[src/rtl/ram_port_arbiter_if.sv]
// Requester-side bundle for ram_port_arbiter: two command channels with valid/ready handshake
// and two read-response channels (pulse, no backpressure).
interface ram_port_arbiter_if #(
  parameter int unsigned D_WIDTH = 16,
  parameter int unsigned A_WIDTH = 5
);
  logic               req0_valid;
  logic               req0_write;
  logic [A_WIDTH-1:0] req0_address;
  logic [D_WIDTH-1:0] req0_data;
  logic               req0_ready;
  logic               rsp0_valid;
  logic [D_WIDTH-1:0] rsp0_data;

  logic               req1_valid;
  logic               req1_write;
  logic [A_WIDTH-1:0] req1_address;
  logic [D_WIDTH-1:0] req1_data;
  logic               req1_ready;
  logic               rsp1_valid;
  logic [D_WIDTH-1:0] rsp1_data;

  modport master (
    output req0_valid, req0_write, req0_address, req0_data,
    input  req0_ready, rsp0_valid, rsp0_data,
    output req1_valid, req1_write, req1_address, req1_data,
    input  req1_ready, rsp1_valid, rsp1_data
  );

  modport slave (
    input  req0_valid, req0_write, req0_address, req0_data,
    output req0_ready, rsp0_valid, rsp0_data,
    input  req1_valid, req1_write, req1_address, req1_data,
    output req1_ready, rsp1_valid, rsp1_data
  );
endinterface

[src/rtl/ram_port_arbiter.sv]
// Round-robin arbiter/sequencer sharing one write port and one registered read port of a RAM
// between two requesters; one command in flight at a time.
module ram_port_arbiter #(
  parameter int unsigned D_WIDTH = 16,
  parameter int unsigned A_WIDTH = 5
) (
  input  logic               i_clk,
  input  logic               i_reset,
  ram_port_arbiter_if.slave  bus,
  output logic [A_WIDTH-1:0] o_ram_address_write,
  output logic [D_WIDTH-1:0] o_ram_data_write,
  output logic               o_ram_write_enable,
  output logic [A_WIDTH-1:0] o_ram_address_read,
  input  logic [D_WIDTH-1:0] i_ram_data_read
);

  typedef enum logic [1:0] {StIdle, StWr, StRd, StRwait} state_e;

  state_e r_state;
  state_e w_state_next;

  logic               r_prio;
  logic               r_owner;
  logic               r_write_enable;
  logic [A_WIDTH-1:0] r_address_write;
  logic [D_WIDTH-1:0] r_data_write;
  logic [A_WIDTH-1:0] r_address_read;
  logic               r_rsp0_valid;
  logic               r_rsp1_valid;
  logic [D_WIDTH-1:0] r_rsp0_data;
  logic [D_WIDTH-1:0] r_rsp1_data;

  logic               w_grant;
  logic               w_hs;
  logic               w_cmd_write;
  logic [A_WIDTH-1:0] w_cmd_address;
  logic [D_WIDTH-1:0] w_cmd_data;

  // A lone requester wins outright; on a tie the priority bit picks the winner.
  always_comb begin
    w_grant       = (bus.req0_valid && bus.req1_valid) ? r_prio : bus.req1_valid;
    w_hs          = (r_state == StIdle) && (bus.req0_valid || bus.req1_valid);
    w_cmd_write   = w_grant ? bus.req1_write   : bus.req0_write;
    w_cmd_address = w_grant ? bus.req1_address : bus.req0_address;
    w_cmd_data    = w_grant ? bus.req1_data    : bus.req0_data;
  end

  always_comb begin
    w_state_next = r_state;
    unique case (r_state)
      StIdle:  if (w_hs) w_state_next = w_cmd_write ? StWr : StRd;
      StWr:    w_state_next = StIdle;
      StRd:    w_state_next = StRwait;
      StRwait: w_state_next = StIdle;
      default: w_state_next = StIdle;
    endcase
  end

  always_ff @(posedge i_clk) begin
    if (i_reset) begin
      r_state         <= StIdle;
      r_prio          <= 1'b0;
      r_owner         <= 1'b0;
      r_write_enable  <= 1'b0;
      r_address_write <= '0;
      r_data_write    <= '0;
      r_address_read  <= '0;
      r_rsp0_valid    <= 1'b0;
      r_rsp1_valid    <= 1'b0;
      r_rsp0_data     <= '0;
      r_rsp1_data     <= '0;
    end else begin
      r_state        <= w_state_next;
      r_write_enable <= (w_state_next == StWr);
      r_rsp0_valid   <= 1'b0;
      r_rsp1_valid   <= 1'b0;
      if (w_hs) begin
        r_prio  <= ~w_grant;
        r_owner <= w_grant;
        if (w_cmd_write) begin
          r_address_write <= w_cmd_address;
          r_data_write    <= w_cmd_data;
        end else begin
          r_address_read  <= w_cmd_address;
        end
      end
      // RAM read data is valid during RWAIT; capture it for the owner of the read.
      if (r_state == StRwait) begin
        if (r_owner) begin
          r_rsp1_valid <= 1'b1;
          r_rsp1_data  <= i_ram_data_read;
        end else begin
          r_rsp0_valid <= 1'b1;
          r_rsp0_data  <= i_ram_data_read;
        end
      end
    end
  end

  assign bus.req0_ready = w_hs && !w_grant;
  assign bus.req1_ready = w_hs && w_grant;
  assign bus.rsp0_valid = r_rsp0_valid;
  assign bus.rsp1_valid = r_rsp1_valid;
  assign bus.rsp0_data  = r_rsp0_data;
  assign bus.rsp1_data  = r_rsp1_data;

  assign o_ram_address_write = r_address_write;
  assign o_ram_data_write    = r_data_write;
  assign o_ram_write_enable  = r_write_enable;
  assign o_ram_address_read  = r_address_read;

endmodule
[src/flat_wrapper.sv]
// flat-port wrapper written by rule: the top's interface ports become plain ports
module ram_port_arbiter_flat 
#(
  parameter int unsigned D_WIDTH = 16,
  parameter int unsigned A_WIDTH = 5
)
  (i_clk, i_reset, o_ram_address_write, o_ram_data_write, o_ram_write_enable, o_ram_address_read, i_ram_data_read, bus_req0_valid, bus_req0_write, bus_req0_address, bus_req0_data, bus_req0_ready, bus_rsp0_valid, bus_rsp0_data, bus_req1_valid, bus_req1_write, bus_req1_address, bus_req1_data, bus_req1_ready, bus_rsp1_valid, bus_rsp1_data);
  ram_port_arbiter_if #(.D_WIDTH(D_WIDTH), .A_WIDTH(A_WIDTH)) bus_i ();
  input  logic i_clk;
  input  logic i_reset;
  output logic [A_WIDTH-1:0] o_ram_address_write;
  output logic [D_WIDTH-1:0] o_ram_data_write;
  output logic o_ram_write_enable;
  output logic [A_WIDTH-1:0] o_ram_address_read;
  input  logic [D_WIDTH-1:0] i_ram_data_read;
  input wire logic [$bits(bus_i.req0_valid)-1:0] bus_req0_valid;
  input wire logic [$bits(bus_i.req0_write)-1:0] bus_req0_write;
  input wire logic [$bits(bus_i.req0_address)-1:0] bus_req0_address;
  input wire logic [$bits(bus_i.req0_data)-1:0] bus_req0_data;
  output wire logic [$bits(bus_i.req0_ready)-1:0] bus_req0_ready;
  output wire logic [$bits(bus_i.rsp0_valid)-1:0] bus_rsp0_valid;
  output wire logic [$bits(bus_i.rsp0_data)-1:0] bus_rsp0_data;
  input wire logic [$bits(bus_i.req1_valid)-1:0] bus_req1_valid;
  input wire logic [$bits(bus_i.req1_write)-1:0] bus_req1_write;
  input wire logic [$bits(bus_i.req1_address)-1:0] bus_req1_address;
  input wire logic [$bits(bus_i.req1_data)-1:0] bus_req1_data;
  output wire logic [$bits(bus_i.req1_ready)-1:0] bus_req1_ready;
  output wire logic [$bits(bus_i.rsp1_valid)-1:0] bus_rsp1_valid;
  output wire logic [$bits(bus_i.rsp1_data)-1:0] bus_rsp1_data;
  assign bus_i.req0_valid = bus_req0_valid;
  assign bus_i.req0_write = bus_req0_write;
  assign bus_i.req0_address = bus_req0_address;
  assign bus_i.req0_data = bus_req0_data;
  assign bus_req0_ready = bus_i.req0_ready;
  assign bus_rsp0_valid = bus_i.rsp0_valid;
  assign bus_rsp0_data = bus_i.rsp0_data;
  assign bus_i.req1_valid = bus_req1_valid;
  assign bus_i.req1_write = bus_req1_write;
  assign bus_i.req1_address = bus_req1_address;
  assign bus_i.req1_data = bus_req1_data;
  assign bus_req1_ready = bus_i.req1_ready;
  assign bus_rsp1_valid = bus_i.rsp1_valid;
  assign bus_rsp1_data = bus_i.rsp1_data;
  ram_port_arbiter #(.D_WIDTH(D_WIDTH), .A_WIDTH(A_WIDTH)) u_core (.i_clk(i_clk), .i_reset(i_reset), .bus(bus_i), .o_ram_address_write(o_ram_address_write), .o_ram_data_write(o_ram_data_write), .o_ram_write_enable(o_ram_write_enable), .o_ram_address_read(o_ram_address_read), .i_ram_data_read(i_ram_data_read));
endmodule
[config.mk]
export PLATFORM = sky130hd
export DESIGN_NAME = ram_port_arbiter_flat
export DESIGN_NICKNAME = d
export VERILOG_FILES = /design/src/rtl/ram_port_arbiter_if.sv /design/src/rtl/ram_port_arbiter.sv /design/src/flat_wrapper.sv
export SDC_FILE = /design/constraint.sdc
export NUM_CORES = 1
export LEC_CHECK = 0
export BUFFER_PORTS_ARGS = -buffer_cell sky130_fd_sc_hd__buf_2
export CAP_MARGIN = 10
export CORE_MARGIN = 2
export CORE_UTILIZATION = 30
export CTS_CLUSTER_SIZE = 8
export DETAILED_ROUTE_END_ITERATION = 16
export GPL_TIMING_DRIVEN = 0
export PLACE_DENSITY = 0.53
export SYNTH_ARGS = -nofsm -noshare
export SYNTH_HDL_FRONTEND = slang
export SYNTH_SLANG_ARGS = --single-unit
[constraint.sdc]
create_clock -name i_clk -period 1.9 [get_ports i_clk]
set_input_delay 0.19 -clock i_clk [delete_from_list [all_inputs] [get_ports i_clk]]
set_output_delay 0.19 -clock i_clk [all_outputs]
set_load 0.01 [all_outputs]
==> summary.txt <==
Synthesis
  – Post-synthesis sequential area ratio: 0.435
  – Post-synth cell types: 35
  – Number of instances in the synthesized netlist: 355
  – Synthesized area: about 0.003 sq mm
  – Net count of the mapped netlist: 419
  – Synthesized flop and latch total: 65
  – Post-Syn Area per Cell: 8.42 sq um
  – Yosys warns: 0

Power and ir drop
  – Switching portion of total power: 0.302
  – Internal portion of total power: 0.00240 W
  – Combinational Power Share: 0.207
  – NetSw: slightly above 0.001 W
  – Power share of the sequential group: 0.440
  – LEAKAGE: about 1.7 nW
  – P per Cell Area: approximately 870 mW/mm^2
  – Maximum vdd ir drop: between 0.0003 and 0.0004 V
  – Relative contribution of the clock network to total power: 0.353

STA
  – Crit path time final: between 1.5 and 2 ns
  – Worst slew margin: 0.496
  – Final critical-path share of the clock period: 0.907
  – Slew @ Worst Pin: ~0.76 ns
  – Maximum frequency from static timing analysis: slightly below 0.6 GHz
  – RSZ-0062 raised after global routing: no
  – Endpoints failing setup: 0
  – Max-slew violations: 0
  – Summed negative setup slack over all endpoints: 0 ns
  – Count of endpoints failing hold in the final timing report: 0
  – Fin Clk Skew: 0.00914 ns

Placed design
  – Detail Placement HPWL: slightly below 7000 um
  – Port buffer count: around 120
  – Weighted congestion at the end of routability-driven global placement: approximately 0.78
  – Post-DP Area: 0.00378 sq mm

Critical path
  – Arr. time, crit path: around 2 ns
  – Required time at the endpoint of the critical path: 2.15 ns
  – Maximum fanout encountered on the critical timing path: 15
  – Launching element type of the critical path: flop
  – Worst Setup End Kind: flop
  – Type of the worst setup path: flop to flop

Finish
  – Layout overhead on the synthesized area: 33.0%
  – Most frequent standard cell in the layout excluding fill and tap cells: buf_2
  – Ratio of cells with drive above 1 in the final layout: 0.356
  – Count of nets after finishing: about 550
  – Top library cells by usage in the layout, fill and taps aside: buf_2, nand2_1, dfxtp_1, a21oi_1, inv_1
  – Number of antenna diodes: 0
  – Count of filler cells inserted in the layout: approximately 1000
  – Area of all placed cells without fillers: 0.00398 sq mm

Detailed routing
  – Met2 wire len: between 4000 and 5000 um
  – Top layer in use: met4
  – Met1 wire length: 4200 um
  – Router iterations before antenna repair: 4
  – Detailed Route Iter0 Violations: between 70 and 80
  – Amount of wire on met3 after detailed routing: around 570 um
  – Per-cell via count in the routed design: between 4 and 5
  – Number of routed nets with antenna violations: 0
  – DRC: 0
  – Total routed wirelength: roughly 9000 um
  – Via count of the routed design: about 3000
  – Avg WL per Cell: 14.3 um

GRT
  – Total track usage: 0.165
  – Sum of overflow across all layers after global routing: 0
  – Maximum number of pins on one net before global-route repair: 13
  – Wire length of the first global-routing pass: approximately 14000 um
  – Antenna violations before repair: 0
  – Number of global-route vias before repair: around 2900

Floorplan
  – Height of the die: approximately 100 um
  – Ports: between 100 and 150
  – DIE AREA: around 0.011 sq mm
  – Width of the die: between 100 and 150 um
  – Row count: 36
  – Starting density of the core: 0.307
  – Standard cell core area: approximately 0.01 sq mm

Clocking
  – Cells resized by post-CTS repair: 0
  – Sinks on Clock Net: between 60 and 70
  – Clock tree from TritonCTS: built
  – Clock-pin slew on the worst setup and hold paths: about 0.08 ns
  – Clock latency reported for the late side of the worst-skew pair: 0.33 ns
  – CTS HTree Levels: 3
  – Cts bufs inserted: 9
  – Library cell used as clock root buffer: clkbuf_8
  – Buffer count from post-CTS setup fixing: 0
  – Hold-fix buffers at CTS: 0
  – Clock tree buffer depth: 2

Job
  – Number of max-cap violations: 0

Worst hold path
  – Type of the tightest min-delay check: primary input to flop

Status
  – Status: finished, final reports clean
cell families (layout without fill, tap and decap cells):
family / after synthesis / count (layout) / synth area share
and+or+nand+nor: 142 / 142 / 0.246
AOI/OAI and AO/OA: 92 / 92 / 0.240
buffers and inverters: 56 / 195 / 0.0795
DFF: 65 / 65 / 0.435
state kept, by name, summed over array words and instances (netlist names), 2 cells and up:
name / count
u_core.o_ram_address_read: 5
u_core.bus.rsp1_data: 16
u_core.r_state: 2
u_core.bus.rsp0_data: 16
u_core.o_ram_data_write: 16
u_core.o_ram_address_write: 5
final cells by class:
type | instances | area (sq um) | area share
buffer | 28 | 131 | 0.0330
clock buffer | 10 | 138 | 0.0346
clock inverter | 6 | 66.3 | 0.0167
inverter | 27 | 101 | 0.0255
multi-input combinational | 234 | 1450 | 0.365
sequential | 65 | 1300 | 0.327
tap | 133 | 166 | 0.0419
timing repair buffer | 124 | 621 | 0.156
final timing paths:
| path | start | to | slack [ns] | depth (start not counted) |
|---|---|---|---|---|
| worst min register to register | u_core.bus.rsp1_data[10] | u_core.bus.rsp1_data[10] | 0.46 | 2 |
| worst max-delay path | u_core.r_prio | u_core.o_ram_data_write[8] | 0.18 | 5 |
| worst max register to register | u_core.r_prio | u_core.o_ram_data_write[8] | 0.18 | 5 |
| worst min-delay path | i_ram_data_read[2] | u_core.bus.rsp1_data[2] | 0.1 | 3 |
per-layer routing:
layer	up-vias	track usage
met3	11	0.0453
met4	0	0.0579
met5	-	0
li1	1482	-
met2	103	0.260
met1	1374	0.218
power groups by stage:
| stage | sequential (W) | clock, W | combinational [W] |
|---|---|---|---|
| 2_1_floorplan | 0.00158 | 0 | 0.000418 |
| 4_1_cts | 0.00152 | 0.00126 | 0.000723 |
| 5_1_grt | 0.00153 | 0.00132 | 0.000788 |
| 3_3_place_gp | 0.00154 | 0 | 0.000719 |
| 3_5_place_dp | 0.00155 | 0 | 0.000722 |
| 6_report | 0.00151 | 0.00121 | 0.000714 |
per-stage QoR:
stage	hold WS, ns	power (W)	setup slack (ns)	utilization	instances
after floorplan	0.326	0.00199	0.567	-	355
after global placement	0.439	0.00226	0.299	0.388	612
after CTS	0.0819	0.00349	0.0566	0.409	628
after global routing	0.0877	0.00363	0.0206	0.409	627
final	0.0973	0.00344	0.176	0.409	627
after detailed placement	0.445	0.00227	0.259	0.388	612
synth_stat cells:
library cell	count	area, sq um
and3_1	2	12.5
o32ai_4	1	27.5
a21oi_1	35	175
or3_1	1	6.26
clkbuf_1	16	60.1
nand2b_1	23	144
buf_2	6	30.0
buf_1	3	11.3
nand4_1	5	31.3
nand2_1	72	270
dfxtp_1	65	1300
or2_4	1	8.76
nor2_8	1	20.0
a221oi_2	18	270
a221oi_1	3	26.3
a311oi_1	5	43.8
o21ai_2	1	8.76
o21ai_1	1	5.00
a21boi_1	1	7.51
clkbuf_2	1	5.00
a21bo_2	1	10.0
nor3_1	1	5.00
o21bai_1	5	37.5
nor2b_1	2	12.5
and2_4	1	8.76
nand4b_1	16	140
o21ai_0	21	105
nand2b_2	1	8.76
nor2_1	13	48.8
inv_1	27	101
or2_2	1	6.26
buf_6	2	22.5
buf_4	1	7.51
nor2_2	1	6.26
nand3_1	1	5.00
worst max-delay path, stage by stage (launching register included):
cell and delay, ns:
dfxtp_1 0.38, nand2b_2 0.19, and2_4 0.25, clkbuf_1 0.39, o21ai_0 0.20, a221oi_2 0.23
Power figures use the tool's default switching activity.
